`config.mk`:
```
export PLATFORM = sky130hd
export DESIGN_NAME = cpu_run_ctrl_flat
export DESIGN_NICKNAME = d
export VERILOG_FILES = /design/src/rtl/cpu_run_ctrl_if.sv /design/src/rtl/cpu_run_ctrl.sv /design/src/flat_wrapper.sv
export SDC_FILE = /design/constraint.sdc
export NUM_CORES = 1
export LEC_CHECK = 0
export ABC_CLOCK_PERIOD_IN_PS = 3900
export BUFFER_PORTS_ARGS = -buffer_cell sky130_fd_sc_hd__buf_2
export CAP_MARGIN = 5
export CORE_UTILIZATION = 50
export DETAILED_ROUTE_END_ITERATION = 8
export PLACE_DENSITY_LB_ADDON = 0.3
export SYNTH_ARGS = -nofsm -noshare
export SYNTH_HDL_FRONTEND = slang
export SYNTH_SLANG_ARGS = --single-unit
```
`constraint.sdc`:
```
create_clock -name clk -period 3.9 [get_ports clk]
set_input_delay 0.585 -clock clk [delete_from_list [all_inputs] [get_ports clk]]
set_output_delay 0.585 -clock clk [all_outputs]
set_load 0.02 [all_outputs]
```
`src/rtl/cpu_run_ctrl_if.sv`:
```
// cpu_run_ctrl_if: bundle of the run-controller signals.
//   Control in : start, step, halt_req, mode, run_cycles
//   CPU side   : tmp_in (observed word), cpu_rst_n, cpu_en
//   Status     : cycle_cnt, busy, done, state_dbg (controller state for checkers)
//   Trace read : trace_rd_en, trace_data, trace_empty, trace_count, trace_ovf
// Trace read handshake: trace_data/trace_empty describe the FIFO head
// (first-word-fall-through); trace_rd_en acts as "ready" and the entry is
// consumed at the rising edge where trace_rd_en=1 and trace_empty=0.
// trace_rd_en with trace_empty=1 has no effect.
// master = host/bench side, slave = the controller.
interface cpu_run_ctrl_if #(
  parameter int DW  = 32,
  parameter int CW  = 16,
  parameter int TAW = 4
);
  logic          start;
  logic          step;
  logic          halt_req;
  logic [1:0]    mode;
  logic [CW-1:0] run_cycles;
  logic [DW-1:0] tmp_in;
  logic          trace_rd_en;
  logic          cpu_rst_n;
  logic          cpu_en;
  logic [CW-1:0] cycle_cnt;
  logic          busy;
  logic          done;
  logic [DW-1:0] trace_data;
  logic          trace_empty;
  logic [TAW:0]  trace_count;
  logic          trace_ovf;
  logic [2:0]    state_dbg;

  modport master (
    output start, step, halt_req, mode, run_cycles, tmp_in, trace_rd_en,
    input  cpu_rst_n, cpu_en, cycle_cnt, busy, done,
           trace_data, trace_empty, trace_count, trace_ovf, state_dbg
  );

  modport slave (
    input  start, step, halt_req, mode, run_cycles, tmp_in, trace_rd_en,
    output cpu_rst_n, cpu_en, cycle_cnt, busy, done,
           trace_data, trace_empty, trace_count, trace_ovf, state_dbg
  );
endinterface

```
`src/rtl/cpu_run_ctrl.sv`:
```
// cpu_run_ctrl: run controller for the single-cycle CPU.
// Sequences CPU reset, gates the CPU clock enable in free-run, run-N or
// single-step mode, counts executed cycles and captures the CPU's observed
// output word into a trace FIFO on every executed cycle.
// Ports:
//   clk   - system clock, rising edge
//   rst_n - asynchronous active-low reset
//   bus   - cpu_run_ctrl_if.slave (control, CPU side, status, trace read)
module cpu_run_ctrl #(
  parameter int DW          = 32,
  parameter int CW          = 16,
  parameter int RST_CYCLES  = 2,
  parameter int TRACE_DEPTH = 16,
  parameter int TAW         = 4
) (
  input logic          clk,
  input logic          rst_n,
  cpu_run_ctrl_if.slave bus
);

  typedef enum logic [2:0] {
    S_IDLE      = 3'd0,
    S_RST_HOLD  = 3'd1,
    S_RUN       = 3'd2,
    S_STEP_WAIT = 3'd3,
    S_STEP_EXEC = 3'd4,
    S_DONE      = 3'd5
  } state_t;

  localparam logic [1:0] M_RUN_N = 2'b01;
  localparam logic [1:0] M_STEP  = 2'b10;
  localparam int         HCW     = (RST_CYCLES > 1) ? $clog2(RST_CYCLES) : 1;

  state_t        state, state_nxt;
  logic [1:0]    mode_q;
  logic [CW-1:0] run_cycles_q;
  logic [HCW-1:0] hold_cnt;
  logic [CW-1:0] cycle_cnt_q;
  logic          cpu_rst_n_q, cpu_en_q, busy_q, done_q;
  logic          start_acc;
  logic          last_run;

  // start is only honoured when no run is in progress
  assign start_acc = bus.start && (state == S_IDLE || state == S_DONE);

  // In RUN_N the cycle closing now is the last one when the count reaches
  // the target at this edge; compared one bit wider to avoid wrap.
  assign last_run = (mode_q == M_RUN_N) &&
                    (({1'b0, cycle_cnt_q} + 1'b1) == {1'b0, run_cycles_q});

  always_comb begin
    state_nxt = state;
    case (state)
      S_IDLE, S_DONE: begin
        if (bus.start) state_nxt = S_RST_HOLD;
      end
      S_RST_HOLD: begin
        if (hold_cnt == '0) begin
          if (mode_q == M_STEP)                              state_nxt = S_STEP_WAIT;
          else if (mode_q == M_RUN_N && run_cycles_q == '0)  state_nxt = S_DONE;
          else                                               state_nxt = S_RUN;
        end
      end
      S_RUN: begin
        if (last_run || bus.halt_req) state_nxt = S_DONE;
      end
      S_STEP_WAIT: begin
        if (bus.halt_req)  state_nxt = S_DONE;
        else if (bus.step) state_nxt = S_STEP_EXEC;
      end
      S_STEP_EXEC: state_nxt = S_STEP_WAIT;
      default:     state_nxt = S_IDLE;
    endcase
  end

  // Control FSM; outputs are registered from the next state so they are a
  // pure function of the state register.
  always_ff @(posedge clk or negedge rst_n) begin
    if (!rst_n) begin
      state        <= S_IDLE;
      mode_q       <= 2'b00;
      run_cycles_q <= '0;
      hold_cnt     <= '0;
      cycle_cnt_q  <= '0;
      cpu_rst_n_q  <= 1'b0;
      cpu_en_q     <= 1'b0;
      busy_q       <= 1'b0;
      done_q       <= 1'b0;
    end else begin
      state       <= state_nxt;
      cpu_rst_n_q <= !(state_nxt == S_IDLE || state_nxt == S_RST_HOLD);
      cpu_en_q    <= (state_nxt == S_RUN || state_nxt == S_STEP_EXEC);
      busy_q      <= (state_nxt == S_RST_HOLD || state_nxt == S_RUN ||
                      state_nxt == S_STEP_WAIT || state_nxt == S_STEP_EXEC);
      done_q      <= (state_nxt == S_DONE);
      if (start_acc) begin
        mode_q       <= bus.mode;
        run_cycles_q <= bus.run_cycles;
        hold_cnt     <= HCW'(RST_CYCLES - 1);
        cycle_cnt_q  <= '0;
      end else begin
        if (state == S_RST_HOLD && hold_cnt != '0) hold_cnt <= hold_cnt - 1'b1;
        // cpu_en_q is high exactly during enabled cycles; saturate at all-ones
        if (cpu_en_q && cycle_cnt_q != '1) cycle_cnt_q <= cycle_cnt_q + 1'b1;
      end
    end
  end

  // Trace FIFO
  logic [DW-1:0]  mem [TRACE_DEPTH];
  logic [TAW-1:0] wr_ptr, rd_ptr;
  logic [TAW:0]   count_q;
  logic           ovf_q;
  logic           full, pop, push_ok;

  assign full    = (count_q == (TAW+1)'(TRACE_DEPTH));
  assign pop     = bus.trace_rd_en && (count_q != '0);
  // a pop in the same cycle frees the slot the push needs
  assign push_ok = cpu_en_q && (!full || pop);

  always_ff @(posedge clk or negedge rst_n) begin
    if (!rst_n) begin
      wr_ptr  <= '0;
      rd_ptr  <= '0;
      count_q <= '0;
      ovf_q   <= 1'b0;
    end else if (start_acc) begin
      wr_ptr  <= '0;
      rd_ptr  <= '0;
      count_q <= '0;
      ovf_q   <= 1'b0;
    end else begin
      if (pop)     rd_ptr <= rd_ptr + 1'b1;
      if (push_ok) wr_ptr <= wr_ptr + 1'b1;
      if (cpu_en_q && full && !pop) ovf_q <= 1'b1;
      case ({push_ok, pop})
        2'b10:   count_q <= count_q + 1'b1;
        2'b01:   count_q <= count_q - 1'b1;
        default: count_q <= count_q;
      endcase
    end
  end

  always_ff @(posedge clk) begin
    if (push_ok && !start_acc) mem[wr_ptr] <= bus.tmp_in;
  end

  assign bus.cpu_rst_n   = cpu_rst_n_q;
  assign bus.cpu_en      = cpu_en_q;
  assign bus.cycle_cnt   = cycle_cnt_q;
  assign bus.busy        = busy_q;
  assign bus.done        = done_q;
  assign bus.trace_empty = (count_q == '0);
  assign bus.trace_count = count_q;
  assign bus.trace_data  = (count_q == '0) ? '0 : mem[rd_ptr];
  assign bus.trace_ovf   = ovf_q;
  assign bus.state_dbg   = state;

endmodule

```
`src/flat_wrapper.sv`:
```
// flat-port wrapper written by rule: the top's interface ports become plain ports
module cpu_run_ctrl_flat 
#(
  parameter int DW          = 32,
  parameter int CW          = 16,
  parameter int RST_CYCLES  = 2,
  parameter int TRACE_DEPTH = 16,
  parameter int TAW         = 4
)
  (clk, rst_n, bus_start, bus_step, bus_halt_req, bus_mode, bus_run_cycles, bus_tmp_in, bus_trace_rd_en, bus_cpu_rst_n, bus_cpu_en, bus_cycle_cnt, bus_busy, bus_done, bus_trace_data, bus_trace_empty, bus_trace_count, bus_trace_ovf, bus_state_dbg);
  cpu_run_ctrl_if #(.DW(DW), .CW(CW), .TAW(TAW)) bus_i ();
  input logic clk;
  input logic rst_n;
  input wire logic [$bits(bus_i.start)-1:0] bus_start;
  input wire logic [$bits(bus_i.step)-1:0] bus_step;
  input wire logic [$bits(bus_i.halt_req)-1:0] bus_halt_req;
  input wire logic [$bits(bus_i.mode)-1:0] bus_mode;
  input wire logic [$bits(bus_i.run_cycles)-1:0] bus_run_cycles;
  input wire logic [$bits(bus_i.tmp_in)-1:0] bus_tmp_in;
  input wire logic [$bits(bus_i.trace_rd_en)-1:0] bus_trace_rd_en;
  output wire logic [$bits(bus_i.cpu_rst_n)-1:0] bus_cpu_rst_n;
  output wire logic [$bits(bus_i.cpu_en)-1:0] bus_cpu_en;
  output wire logic [$bits(bus_i.cycle_cnt)-1:0] bus_cycle_cnt;
  output wire logic [$bits(bus_i.busy)-1:0] bus_busy;
  output wire logic [$bits(bus_i.done)-1:0] bus_done;
  output wire logic [$bits(bus_i.trace_data)-1:0] bus_trace_data;
  output wire logic [$bits(bus_i.trace_empty)-1:0] bus_trace_empty;
  output wire logic [$bits(bus_i.trace_count)-1:0] bus_trace_count;
  output wire logic [$bits(bus_i.trace_ovf)-1:0] bus_trace_ovf;
  output wire logic [$bits(bus_i.state_dbg)-1:0] bus_state_dbg;
  assign bus_i.start = bus_start;
  assign bus_i.step = bus_step;
  assign bus_i.halt_req = bus_halt_req;
  assign bus_i.mode = bus_mode;
  assign bus_i.run_cycles = bus_run_cycles;
  assign bus_i.tmp_in = bus_tmp_in;
  assign bus_i.trace_rd_en = bus_trace_rd_en;
  assign bus_cpu_rst_n = bus_i.cpu_rst_n;
  assign bus_cpu_en = bus_i.cpu_en;
  assign bus_cycle_cnt = bus_i.cycle_cnt;
  assign bus_busy = bus_i.busy;
  assign bus_done = bus_i.done;
  assign bus_trace_data = bus_i.trace_data;
  assign bus_trace_empty = bus_i.trace_empty;
  assign bus_trace_count = bus_i.trace_count;
  assign bus_trace_ovf = bus_i.trace_ovf;
  assign bus_state_dbg = bus_i.state_dbg;
  cpu_run_ctrl #(.DW(DW), .CW(CW), .RST_CYCLES(RST_CYCLES), .TRACE_DEPTH(TRACE_DEPTH), .TAW(TAW)) u_core (.clk(clk), .rst_n(rst_n), .bus(bus_i));
endmodule
```
* Word-level counts from Yosys, hierarchy flattened *
Memory sizes are Yosys's and may differ from the RTL's.
Index checks and enable logic that the tools add are counted.

word-level totals
  register bits = 56
  latch bits = 0
  memory bits (writable) = 512
  bits in read-only memories = 0
  input port bits = 56
  logic and storage cells = 95
  memories kept = 1

memories
  memory      depth  width  read ports  clocked after Yosys merged registers in  wr ports  RTL line             RTL
  u_core.mem  16     32     1           0                                        1         cpu_run_ctrl.sv:110  logic [DW-1:0] mem [TRACE_DEPTH];

cells by class
  add/sub/neg operators = 7
  $mul = 0
  div/mod/pow operators = 0
  order comparisons = 0
  equality and inequality tests = 17
  shift operators = 0
  multiplexer cells = 23
  bitwise gates (word level) = 0
  reductions and logical operators = 34

operators by type and width
  operator               number
  $mux 16                2
  $mux 32                1
  $mux 3                 7
  $add 16x1->17 const B  1
  $eq 17x16->1           1
  $add 16x1->16 const B  1
  $logic_not 16->1       1
  $mux 4                 4
  $ne 16x16->1 const B   1
  $pmux 3 s5             1
  $eq 3x2->1 const B     4
  $eq 3x3->1 const B     4
  $logic_and 1x1->1      10
  $pmux 5 s2             1
  $reduce_bool 2->1      5
  $add 4x1->4 const B    2
  $logic_or 1x1->1       8
  $eq 3x1->1 const B     2
  $logic_not 3->1        2
  $mux 1                 6
  $add 5x1->5 const B    1
  $eq 5x5->1 const B     1
  $logic_not 5->1        1
  $mux 5                 1
  other kinds (8)        13

* Logic depth before layout (Yosys ltp) *
  word-level depth = 10
  depth in mapped cells = 12

* Worst setup path before layout *
OpenSTA, ideal clock, no wires.

  path type = flip-flop to flip-flop
  start point = register u_core.state[1] (netlist: u_core.bus.state_dbg[1])
  end point = memory u_core.mem[6][0], enable pin
  setup time = 0.461 ns
  arrival time = 3.494 ns
  setup slack = -0.055 ns
  stages on the path, launching flop included = 8
  cells stage by stage = dfrtp_1 clkbuf_1 inv_1 nand2_1 nor2_1 nor2_1 nand2_1 nor3_1

between the ends
  cells in the longest elaborated chain, start to end = 7
  elaborated cells on any way between the ends = 8
  classes of those cells = eq/ne: 1; mux: 2; reduce/logical: 5

ends and longest elaborated chain
  what                                           RTL line             RTL
  start, declared                                cpu_run_ctrl.sv:34   state_t state, state_nxt;
  start signal, assigned                         cpu_run_ctrl.sv:90   state <= state_nxt;
  $eq 3x3->1 or $logic_not 3->1 (tied branches)  cpu_run_ctrl.sv:44   assign start_acc = bus.start && (state == S_IDLE || state == S_DONE);
  $logic_or 1x1->1 *                             cpu_run_ctrl.sv:44
  $logic_and 1x1->1 *                            cpu_run_ctrl.sv:44
  $logic_not 1->1 *                              cpu_run_ctrl.sv:145  if (push_ok && !start_acc) mem[wr_ptr] <= bus.tmp_in;
  $logic_and 1x1->1 *                            cpu_run_ctrl.sv:145
  $mux 1 *                                       cpu_run_ctrl.sv:145
  $mux 1 (not written as such) *                 cpu_run_ctrl.sv:145
  end, declared                                  cpu_run_ctrl.sv:110

Mark *: on every way between the ends. The rest lies on a longest branch, timed or not.

* Worst setup path in the final report *
  start point = register u_core.rd_ptr[0]
  end point = output bus_trace_data[29]

between the ends
  cells in the longest elaborated chain, start to end = 2

ends and longest elaborated chain
  what                    RTL line             RTL
  start, declared         cpu_run_ctrl.sv:111  logic [TAW-1:0] wr_ptr, rd_ptr;
  start signal, assigned  cpu_run_ctrl.sv:133  if (pop) rd_ptr <= rd_ptr + 1'b1;
  $mem_v2 16x32           n/a
  $mux 32                 cpu_run_ctrl.sv:155  assign bus.trace_data = (count_q == '0) ? '0 : mem[rd_ptr];
  end, declared           flat_wrapper.sv:26   output wire logic [$bits(bus_i.trace_data)-1:0] bus_trace_data;

Every way passes these cells.

==> results.toml <==
[status]
outcome = "complete, no violations"

[worst_setup_path]
slowest_stage = "dfrtp_4"
startpoint_type = "flip-flop"
crit_type = "reg2out"
critPathTopFamily = "multiplexers"
rr_startpoint = "u_core.bus.trace_count[1]$_DFFE_PN0P_"
worstPathArrival_ns = 3.05
crit_path_end = "bus_trace_data[29]"
worst-path-buf-inv = 2
cp_max_fo = 17
r2r_cells = 9
crit_start = "u_core.rd_ptr[0]$_DFFE_PN0P_"
crit_cells = 5
cp.required_ns = 3.31
end_kind = "output port"
worstReg2RegEnd = "u_core.bus.trace_count[4]$_DFFE_PN0P_"
cp_common_cell = "mux4_2"
max_stage_delay_ns = 0.71
cp_cell_sequence = "buf_4 -> mux4_2 -> mux4_2 -> nor2b_1 -> buf_2"
rrSetupSlack_ns = 0.73

[power_and_ir_drop]
powerDensity_nw_per_um2 = 699
totalPowerFinal_mw = 18.3
power.leakage_nw = 8.63
ir_drop_mv = 0.470

[cts]
cts_tree = "built"
cts_setup_buffers = 0
cts_resized = 0
cts-htree-levels = 2
clkSinkCount = 568
clk_latency_ns = 0.64
numCtsBuffers = 55
path_clk_slew_ns = 0.06
ctsHoldBuffers = 0
cts_root_buffer = "clkbuf_16"
ctsLongestPathBuffers = 3

[grt]
grt_max_degree = 51
grt_usage_pct = 21.3
grt_pass1_wl_um = 72600
grt.overflow.total = 0
antenna_found_initial = 2
grt_pass1_vias = 11627

[synthesis]
ys_seq_elements = 568
syn_nets = 1166
synth_top_area_share_pct = 67.6
async_flop_share_pct = 9.86
netlist_area_um2 = 22700
synth_cells = 1099
ys.flop_type = "edfxtp_1"
ys_types = 58
synthTopCellsByCount = "edfxtp_1, mux4_2, dfrtp_1"
yosysWarningCount = 0
synth_most_common_cell = "edfxtp_1"
postSynthAreaPerCell_um2 = 20.7
synth-edff-count = 512
synth_area_leader_cell = "edfxtp_1"
ys_seq_area_share_pct = 73.8
yosys-top-cells-area = "edfxtp_1, mux4_2, dfrtp_1, xnor2_1, nor2b_1"

[job]
drv_cap = 0

[final_layout]
final-seq-area_um2 = 16800
drive_gt1_share_pct = 34.1
nFillCells = 3265
fin_area_um2 = 26100
multi_input_area_um2 = 5760
final_util_pct = 58.7
nets = 1320
finalNonFillerCells = 1893
area.growth.synth_to_final_pct = 14.9

[drt]
initialDrtViolationCount = 800
drc = 0
drtPass1Iterations = 5
detail-route-antenna-nets = 0
routedWlPerCell_um = 25.5
drt_wl_total_um = 48200
vias = 11056
viasPerCell = 5.84

[sta]
min_period_ns = 3.63
final-setup-viol-count = 0
hold_slack_ns = 0.00985
slew_violations = 0
hold_violations = 0
period_share_pct = 93.2
fin_ws_ns = 0.267
rsz0062_at_grt = "no"
slew_headroom_pct = 39.6
finClkSkew_ns = 0.0395
worstMarginPinSlew_ns = 0.900
timing.fmax_mhz = 275
setup-tns-final_ns = 0

[die]
initial_core_util_pct = 51.1
io-pin-count = 118
core_area_um2 = 44500
dieArea_um2 = 46300
row_count = 77
die_height_um = 215
die_x_um = 215

[placed_design]
dp_hpwl_um = 27300
gp_congestion = 0.835
dp_cells = 1788
place_area_um2 = 24300
port_buffers = 117
post-place-ws_ns = 0.690

[min_path]
hold_path.class = "in2async"
==> sequential cells by signal (all words and copies together) (netlist names) <==
signal / count
u_core.bus.busy: 1
u_core.bus.cpu_en: 1
u_core.bus.cpu_rst_n: 1
u_core.bus.cycle_cnt: 16
u_core.bus.done: 1
u_core.bus.state_dbg: 3
u_core.bus.trace_count: 5
u_core.bus.trace_ovf: 1
u_core.hold_cnt: 1
u_core.mem: 512
u_core.mode_q: 2
u_core.rd_ptr: 4
u_core.run_cycles_q: 16
u_core.wr_ptr: 4
==> logic make-up (layout without fill, tap and decap cells) <==
logic type	count (synthesis)	count (layout)	synth area share [%]
compound gates	52	52	1.60
buf+inv	72	273	1.25
other cells	0	1	0
xor+xnor	43	43	1.66
mux	182	182	16.9
flops	568	568	73.8
simple gates	171	171	4.14
fa+ha+maj	11	11	0.638
==> worst reg2reg max path, delay by kind of cell (launching register included) <==
| family | cells | cell delay [ns] |
|---|---|---|
| flops | 1 | 0.44 |
| xor+xnor | 1 | 0.09 |
| compound gates | 4 | 0.94 |
| simple gates | 2 | 0.95 |
| fa+ha+maj | 2 | 0.70 |
==> layout by cell type (no fill, tap or decap), drive strengths merged, types with 2 or more instances in the layout <==
cell type / Yosys / final
clkbuf: 33 / 67
and3: 3 / 3
bufinv: 0 / 5
xnor2: 26 / 26
nor2: 51 / 51
xor2: 17 / 17
or3: 7 / 7
o32a: 2 / 2
nand3: 10 / 10
o41ai: 2 / 2
mux4: 160 / 160
or4b: 2 / 2
buf: 23 / 153
o41a: 2 / 2
a21oi: 17 / 17
clkinvlp: 0 / 3
mux2i: 4 / 4
mux2: 18 / 18
nor4: 10 / 10
inv: 16 / 17
ha: 10 / 10
edfxtp: 512 / 512
nor4b: 2 / 2
a21o: 3 / 3
nor3: 11 / 11
clkinv: 0 / 28
o21ai: 14 / 14
nor2b: 36 / 36
or4: 2 / 2
nand4: 8 / 8
and2: 5 / 5
nand2b: 3 / 3
nand2: 17 / 17
dfrtp: 56 / 56
==> routing by layer <==
metal	wire length (um)	GRT usage, %
met4	1110	6.31
met2	24800	36.2
met1	19900	28.3
met3	2430	3.77
met5	8	0
==> power breakdown <==
part           leakage (nW)  switching, mW  internal, mW
Sequential             5.32          0.520          7.09
Combinational          2.46           2.79          2.66
Clock                 0.855           2.26          2.94
==> how the worst min path moves through the flow <==
| stage | to |
|---|---|
| floorplan | u_core.bus.busy$_DFF_PN0_ |
| global placement | u_core.bus.trace_ovf$_DFFE_PN0P_ |
| detailed placement | u_core.bus.trace_ovf$_DFFE_PN0P_ |
| CTS | u_core.bus.trace_count[3]$_DFFE_PN0P_ |
| global route | u_core.bus.cycle_cnt[7]$_DFFE_PN0P_ |
| finish | u_core.bus.cycle_cnt[7]$_DFFE_PN0P_ |
==> layout make-up <==
cell class | count | area share, %
inverter | 16 | 0.230
clock inverter | 37 | 1.36
sequential | 568 | 64.3
clock buffer | 67 | 5.44
timing repair buffer | 153 | 3.80
multi-input combinational | 459 | 22.1
antenna | 1 | 0.00958
tap | 592 | 2.84
Power figures use the tool's default switching activity.
